$ cat config.mk
export PLATFORM = sky130hd
export DESIGN_NAME = flash_loader
export DESIGN_NICKNAME = d
export VERILOG_FILES = /design/src/rtl/flash_loader.sv
export SDC_FILE = /design/constraint.sdc
export NUM_CORES = 1
export LEC_CHECK = 0
export ABC_AREA = 1
export CORE_UTILIZATION = 54
export CTS_CLUSTER_SIZE = 10
export DETAILED_ROUTE_END_ITERATION = 10
export GPL_ROUTABILITY_DRIVEN = 1
export PLACE_DENSITY = 0.8
export SYNTH_ARGS = -nofsm -noshare
export SYNTH_HDL_FRONTEND = slang
export SYNTH_SLANG_ARGS = --single-unit
$ cat constraint.sdc
create_clock -name clk -period 2.4 [get_ports clk]
set_input_delay 0.24 -clock clk [delete_from_list [all_inputs] [get_ports clk]]
set_output_delay 0.24 -clock clk [all_outputs]
set_load 0.01 [all_outputs]
$ cat src/rtl/flash_loader.sv
`default_nettype none
// ============================================================================
// flash_loader
//   Length-prefixed, XOR-checksummed byte stream to word-wide flash writes.
//   Revision 1.0
// ============================================================================
module flash_loader #(
    parameter int WIDTH     = 32,
    parameter int ADDR_BASE = 0,
    parameter int MAX_WORDS = 2048
) (
    input  logic             clk,
    input  logic             rst,
    input  logic             start,
    input  logic             in_valid,
    input  logic [7:0]       in_data,
    output logic             in_ready,
    output logic             flash_en,
    output logic [WIDTH-1:0] flash_addr,
    output logic [WIDTH-1:0] flash_data,
    output logic             busy,
    output logic             done,
    output logic             error
);

    typedef enum logic [2:0] {
        S_IDLE  = 3'd0,
        S_LEN0  = 3'd1,
        S_LEN1  = 3'd2,
        S_DATA  = 3'd3,
        S_WRITE = 3'd4,
        S_CHECK = 3'd5,
        S_DONE  = 3'd6,
        S_ERROR = 3'd7
    } state_t;

    localparam logic [16:0]      c_max_words = 17'(MAX_WORDS);
    localparam logic [WIDTH-1:0] c_base      = WIDTH'(ADDR_BASE);

    state_t       r_state;
    logic [15:0]  r_len;
    logic [15:0]  r_word_idx;
    logic [1:0]   r_byte_idx;
    logic [7:0]   r_acc;
    logic [23:0]  r_word;
    logic         w_xfer;

    assign w_xfer = in_valid && in_ready;

    // Outputs are registered: each transition also sets the outputs of the
    // state being entered, so in_ready always matches the current state.
    always_ff @(posedge clk) begin
        if (rst) begin
            r_state    <= S_IDLE;
            r_len      <= '0;
            r_word_idx <= '0;
            r_byte_idx <= '0;
            r_acc      <= '0;
            r_word     <= '0;
            in_ready   <= 1'b0;
            flash_en   <= 1'b0;
            flash_addr <= '0;
            flash_data <= '0;
            busy       <= 1'b0;
            done       <= 1'b0;
            error      <= 1'b0;
        end else begin
            flash_en   <= 1'b0;
            flash_addr <= '0;
            flash_data <= '0;
            case (r_state)
                S_IDLE, S_DONE, S_ERROR: begin
                    if (start) begin
                        r_state    <= S_LEN0;
                        r_word_idx <= '0;
                        r_byte_idx <= '0;
                        r_acc      <= '0;
                        done       <= 1'b0;
                        error      <= 1'b0;
                        busy       <= 1'b1;
                        in_ready   <= 1'b1;
                    end
                end
                S_LEN0: begin
                    if (w_xfer) begin
                        r_len[7:0] <= in_data;
                        r_state    <= S_LEN1;
                    end
                end
                S_LEN1: begin
                    if (w_xfer) begin
                        r_len[15:8] <= in_data;
                        if ({1'b0, in_data, r_len[7:0]} > c_max_words) begin
                            r_state  <= S_ERROR;
                            error    <= 1'b1;
                            busy     <= 1'b0;
                            in_ready <= 1'b0;
                        end else if ({in_data, r_len[7:0]} == 16'd0) begin
                            r_state <= S_CHECK;
                        end else begin
                            r_state <= S_DATA;
                        end
                    end
                end
                S_DATA: begin
                    if (w_xfer) begin
                        r_acc      <= r_acc ^ in_data;
                        r_byte_idx <= r_byte_idx + 2'd1;
                        case (r_byte_idx)
                            2'd0: r_word[7:0]   <= in_data;
                            2'd1: r_word[15:8]  <= in_data;
                            2'd2: r_word[23:16] <= in_data;
                            default: begin
                                r_state    <= S_WRITE;
                                in_ready   <= 1'b0;
                                flash_en   <= 1'b1;
                                flash_addr <= c_base + WIDTH'({r_word_idx, 2'b00});
                                flash_data <= WIDTH'({in_data, r_word});
                            end
                        endcase
                    end
                end
                S_WRITE: begin
                    r_word_idx <= r_word_idx + 16'd1;
                    in_ready   <= 1'b1;
                    if (r_word_idx + 16'd1 == r_len) begin
                        r_state <= S_CHECK;
                    end else begin
                        r_state <= S_DATA;
                    end
                end
                S_CHECK: begin
                    if (w_xfer) begin
                        in_ready <= 1'b0;
                        busy     <= 1'b0;
                        if (in_data == r_acc) begin
                            r_state <= S_DONE;
                            done    <= 1'b1;
                        end else begin
                            r_state <= S_ERROR;
                            error   <= 1'b1;
                        end
                    end
                end
                default: begin
                    r_state <= S_IDLE;
                end
            endcase
        end
    end

endmodule
`default_nettype wire

Word-level counts from Yosys, hierarchy flattened
Cells that the tools add are included.
- register bits after elaboration: 138
- latch bits: 0
- memory bits (writable): 0
- memory bits (read-only): 0
- input port bits: 12
- logic and storage cells: 105
- memories kept: 0
- add/sub/neg operators: 2
- $mul: 0
- divide/modulo/power cells: 0
- magnitude comparators: 1
- equal/unequal tests: 20
- shift operators: 0
- multiplexer cells: 37
- bitwise operators: 3
- reduce and logical (&&, ||, !) cells: 25
- operators by type and width (operator ; count):
    $pmux 16 s2 ; 1
    $mux 3 ; 9
    $ne 2x2->1 const B ; 9
    $pmux 3 s6 ; 1
    $add 16x1->16 const B ; 1
    $eq 16x16->1 ; 1
    $gt 16x12->1 const B ; 1
    $logic_not 16->1 ; 1
    $mux 16 ; 1
    $mux 8 ; 2
    $pmux 8 s2 ; 1
    $mux 1 ; 15
    $eq 3x3->1 const B ; 4
    $reduce_and 3->1 ; 4
    $reduce_and 6->1 ; 2
    $reduce_or 3->1 ; 3
    $eq 8x8->1 ; 1
    $xor 8x8->8 ; 1
    $reduce_and 7->1 ; 1
    $eq 3x2->1 const B ; 2
    $pmux 1 s3 ; 2
    $reduce_and 2->1 ; 3
    $reduce_bool 2->1 ; 3
    $reduce_or 6->1 ; 1
    16 further kinds ; 18

Depth between registers and ports, before layout
- word-level depth: 5
- mapped depth: 15
- gate-level depth less buffers: 15

Least setup slack after synthesis
No wires, ideal clock.
- path kind: reg2reg
- from: register r_word_idx[0]
- to: register r_state[1]
- setup time: 132 ps
- data arrival time: 1681 ps
- required time: 2268 ps
- slack: 587 ps
- stages on the path, launching flop included: 15
- buffers on the path: 0
- path through: dfxtp_1 ha_1 nand2_2 nor2_2 nand4_1 nand2_1 nand2_1 nand2_1 nand2_1 nor2_1 nand3_1 nand2_1 nand2_1 nand2_1 a21oi_1
- cells in the longest elaborated chain, start to end: 4
- RTL lines (element ; RTL line ; text):
    start: declaration ; 42 ; logic [15:0] r_word_idx;
    start signal: assignment ; 124 ; r_word_idx <= r_word_idx + 16'd1;
    $add 16x1->16 ; 126 ; if (r_word_idx + 16'd1 == r_len) begin
    $eq 16x16->1 ; 126 ;
    $mux 3 ; 126 ;
    $pmux 3 s6 ; 71 ; case (r_state)
    end signal: assignment ; 74 ; r_state <= S_LEN0;
    end signal: assignment ; 127 ; r_state <= S_CHECK;
    end signal: assignment ; 129 ; r_state <= S_DATA;
    end: declaration ; 40 ; state_t r_state;
No other way between the ends.
A chain may end at the register's enable or synchronous reset.

Worst setup path in the final report
- from: register r_word_idx[1]
- to: register r_state[2]
Same word-level chain as after synthesis.

==> results by group <==
Clock tree
  • Post-CTS setup repair buffer count: 0
  • Clk pin slew, worst setup/hold paths: 60 ps
  • Clock Tree Buf Depth: 2
  • Total CTS buffers: 17
  • CTS tree: yes
  • CTS Root Buffer Type: clkbuf_8
  • Clock sink count: approximately 120
  • H-tree levels: 4
  • Clk_lat worst skew: 520 ps

Cells and area
  • Final Cell Area: ~6600 sq um
  • Register area: about 2400 sq um
  • Area of the multi-input gates: between 2000 and 2500 sq um
  • Diodes inserted: 0
  • Fillers: a little over 700
  • Area growth from synthesis to layout: 23.8%
  • Nets: ~790
  • Layout cells sized above 1: 9.64%

STA
  • Period utilisation layout: roughly 87%
  • Worst-margin pin slew: between 600 and 700 ps
  • Setup TNS: 0 ps
  • Slew headroom: between 50 and 60%
  • Fin. max-slew vios: 0
  • Fmax: 481 MHz
  • Hold Violations, Final: 0
  • Worst Skew: ~9.8 ps
  • Tmin final: about 2100 ps
  • Setup violators final: 0
  • RSZ-0062 raised after global routing: false

GRT
  • Remaining global-route overflow: 0
  • Initial antenna violation count: 0
  • GRT Total Usage: between 20% and 30%
  • First-pass GRT wire length: 22.1 mm
  • Vias in the first global route: approximately 4,700
  • Largest net degree at the start of global routing: 44

Power and ir drop
  • VDD IR max: 0.567 mV
  • Psw: about 0.0017 W
  • Clock power frac: between 40% and 50%
  • P per Cell Area: around 840 nW/um^2
  • Int Pwr: between 0.003 and 0.004 W
  • Sw frac: between 30% and 40%
  • Comb power frac: 18.0%
  • Sequential group share of total power: around two fifths
  • P_leak: around 2.6 nW

Synth
  • Count leader, synth: nand2_1
  • Synth warn: 0
  • Yosys top cell by area: dfxtp_1
  • Post-synth cell types: 33
  • EDFF count, synth: 0
  • Post-synth ARST share: 0%
  • Synth top area cells: dfxtp_1, nand2_1, inv_1
  • Commonest cells post-synth: nand2_1, dfxtp_1, inv_1
  • Seq/Total Area, Yosys: 45.8%
  • Post-synthesis instance area: approximately 5300 sq um
  • #FFs+latches synth: 122
  • Ys flop type: dfxtp_1
  • Cells after synthesis: approximately 700
  • Synth Area per Inst: 7.57 sq um
  • Proportion of netlist area held by the largest area contributor: a little under half

Placed design
  • Gpl congestion: 0.966
  • HPWL Detailed: ~9 mm
  • Number of I/O port buffers: 64
  • Post-place instance area: approximately 6000 sq um

Die
  • Row cnt: 35
  • Area of the core: approximately 9400 sq um
  • Starting density of the core: a little under three fifths
  • Number of top-level pins: 81
  • DIE HEIGHT: roughly 100 um
  • Die Span X: ~100 um
  • Die area: roughly 10,000 sq um

Detailed routing
  • Met2 Routed Length: roughly 6.4 mm
  • Post-detailed-route count of antenna-violating nets: 0
  • Vias post-DR: 4,928
  • Drt first pass iters: 5
  • Max Used Layer: met4
  • Wire per inst: approximately 15 um
  • WL met3: approximately 1.3 mm
  • Avg Vias per Cell: approximately 5.4
  • WL final: ~14 mm
  • DRC Markers: 0
  • Met1 WL: 5.34 mm
  • Iter 0 DRT Violations: 369

Setup path
  • Critical path arrival: ~2500 ps
  • Required time of the critical path: 2840 ps
  • Critical path launch point: r_word_idx[1]$_SDFFE_PP0P_
  • Crit path largest cell delay: about 400 ps
  • Slowest cell on crit path: dfxtp_1
  • R2R cell count: 15
  • Most frequent CP cell: nand2_1
  • Setup crit end: r_state[2]$_SDFFE_PP0P_
  • Critical path type: reg -> reg
  • Crit. End Element: flip-flop
  • Crit-path max FO: 9
  • CP startpoint kind: flip-flop
  • R2R Setup Slk: 320 ps
  • FF-to-FF End: r_state[2]$_SDFFE_PP0P_
  • Launch point of the worst reg-to-reg path: r_word_idx[1]$_SDFFE_PP0P_
  • Worst-path cell chain: ha_1, nand2_2, nor2_4, nand3_1, nand2_1, nand2_1, nand2_1, nand2_1, nor2_1, nand2_1, nor2_1, nand3_1, nand2_1, nand2_1, a21oi_1

Flow run
  • Max Cap Viol: 0

Min path
  • Worst Hold Class: reg -> reg

Status
  • Status: completed
[worst min path at each step]
stage	from	endpoint	slack [ps]	depth (start not counted)
floorplan	in_data[7]	flash_data[31]$_SDFF_PP0_	390	2
finish	r_word[19]$_SDFFE_PP0P_	flash_data[19]$_SDFF_PP0_	440	2
detailed placement	r_word[18]$_SDFFE_PP0P_	flash_data[18]$_SDFF_PP0_	430	2
global route	start	busy$_SDFFE_PP0P_	440	3
CTS	start	busy$_SDFFE_PP0P_	430	3
global placement	r_word[16]$_SDFFE_PP0P_	flash_data[16]$_SDFF_PP0_	420	2
[stage by stage]
| stage | hold WS (ps) | setup slack [ps] | power, W | utilization (%) | std cells |
|---|---|---|---|---|---|
| after floorplan | 391 | 587 | 0.00288 | - | 719 |
| after global placement | 425 | 179 | 0.00316 | 64.2 | 886 |
| after detailed placement | 428 | 170 | 0.00318 | 64.2 | 886 |
| after CTS | 428 | 250 | 0.00551 | 70.0 | 917 |
| after global routing | 436 | 75.7 | 0.00575 | 70.1 | 917 |
| final | 438 | 321 | 0.00553 | 70.1 | 917 |
[worst max-delay path, delay by kind of cell, from the launching register on]
kind	cells	cell delay, ps
AND/OR/NAND/NOR	13	1220
flip-flops	1	400
adder cells (fa/ha/maj)	1	240
AO/OA/AOI/OAI	1	150
[flip-flops by register name, summed over array words and instances, names as in the netlist]
register	cells
flash_addr	16
r_word_idx	16
r_acc	8
r_word	24
in_ready	1
r_len	16
done	1
flash_en	1
r_state	3
flash_data	32
error	1
r_byte_idx	2
busy	1
[cell usage in the layout, fill, tap and decap left out]
cell type / Yosys / final
nand2_1: 132 / 132
conb_1: 1 / 16
o21ai_0: 49 / 49
clkinv_2: 0 / 2
buf_12: 2 / 1
inv_2: 2 / 2
o21ai_2: 1 / 1
nor2_2: 3 / 2
nand2_2: 2 / 2
o21ai_1: 1 / 1
clkdlybuf4s50_1: 0 / 64
clkinvlp_4: 0 / 4
clkbuf_16: 0 / 16
inv_1: 88 / 88
inv_6: 0 / 1
a21oi_1: 63 / 63
clkbuf_8: 0 / 2
or2_2: 2 / 2
clkinv_4: 0 / 5
nand4_1: 12 / 12
or4_4: 1 / 1
xor2_1: 9 / 9
nor3_1: 3 / 3
nor2_4: 23 / 24
ha_1: 5 / 5
a31oi_1: 3 / 3
nand3_1: 52 / 52
nor4_1: 3 / 3
buf_4: 16 / 10
nand3b_1: 2 / 2
nor3b_1: 1 / 1
bufinv_16: 0 / 1
dfxtp_1: 122 / 122
nor2_1: 76 / 76
o221ai_1: 1 / 1
o211ai_1: 1 / 1
a22oi_1: 9 / 9
[logic make-up (layout without fill, tap and decap cells)]
logic type | after synthesis | after routing | share of synthesized area [%]
adders and majority gates | 5 | 5 | 1.17
xor gates and xnor gates | 9 | 9 | 1.48
DFF | 122 | 122 | 45.8
AOI/OAI and AO/OA | 128 | 128 | 12.7
buffers and inverters | 127 | 196 | 10.9
and+or+nand+nor | 312 | 312 | 27.9
other | 1 | 16 | 0.0704
[power groups by stage]
| stage | clock [W] | combinational, W | sequential (W) |
|---|---|---|---|
| after floorplan | 0 | 0.000655 | 0.00223 |
| after global placement | 0 | 0.000931 | 0.00223 |
| after detailed placement | 0 | 0.000946 | 0.00223 |
| after CTS | 0.00235 | 0.000970 | 0.00219 |
| after global routing | 0.00245 | 0.00109 | 0.00220 |
| final | 0.00233 | 0.000994 | 0.00220 |
[metal layers]
| layer | GRT usage, % | up-vias |
|---|---|---|
| li1 | - | 2380 |
| met1 | 33.6 | 2237 |
| met2 | 46.0 | 261 |
| met3 | 6.76 | 50 |
| met4 | 16.1 | 0 |
| met5 | 0 | - |
[area by class of cell]
cell class | count | share of cell area, %
Clock buffer | 18 | 6.49
Clock inverter | 13 | 1.86
Inverter | 90 | 5.12
Multi-Input combinational cell | 470 | 35.9
Sequential cell | 122 | 37.0
Tap cell | 129 | 2.45
Timing Repair Buffer | 75 | 11.2
[timing repair]
action	in CTS	in global routing
resized for setup	0	1
endpoints found under the setup margin	0	1
hold buffers	0	0
Note: power is estimated with default switching activity, not from simulation.
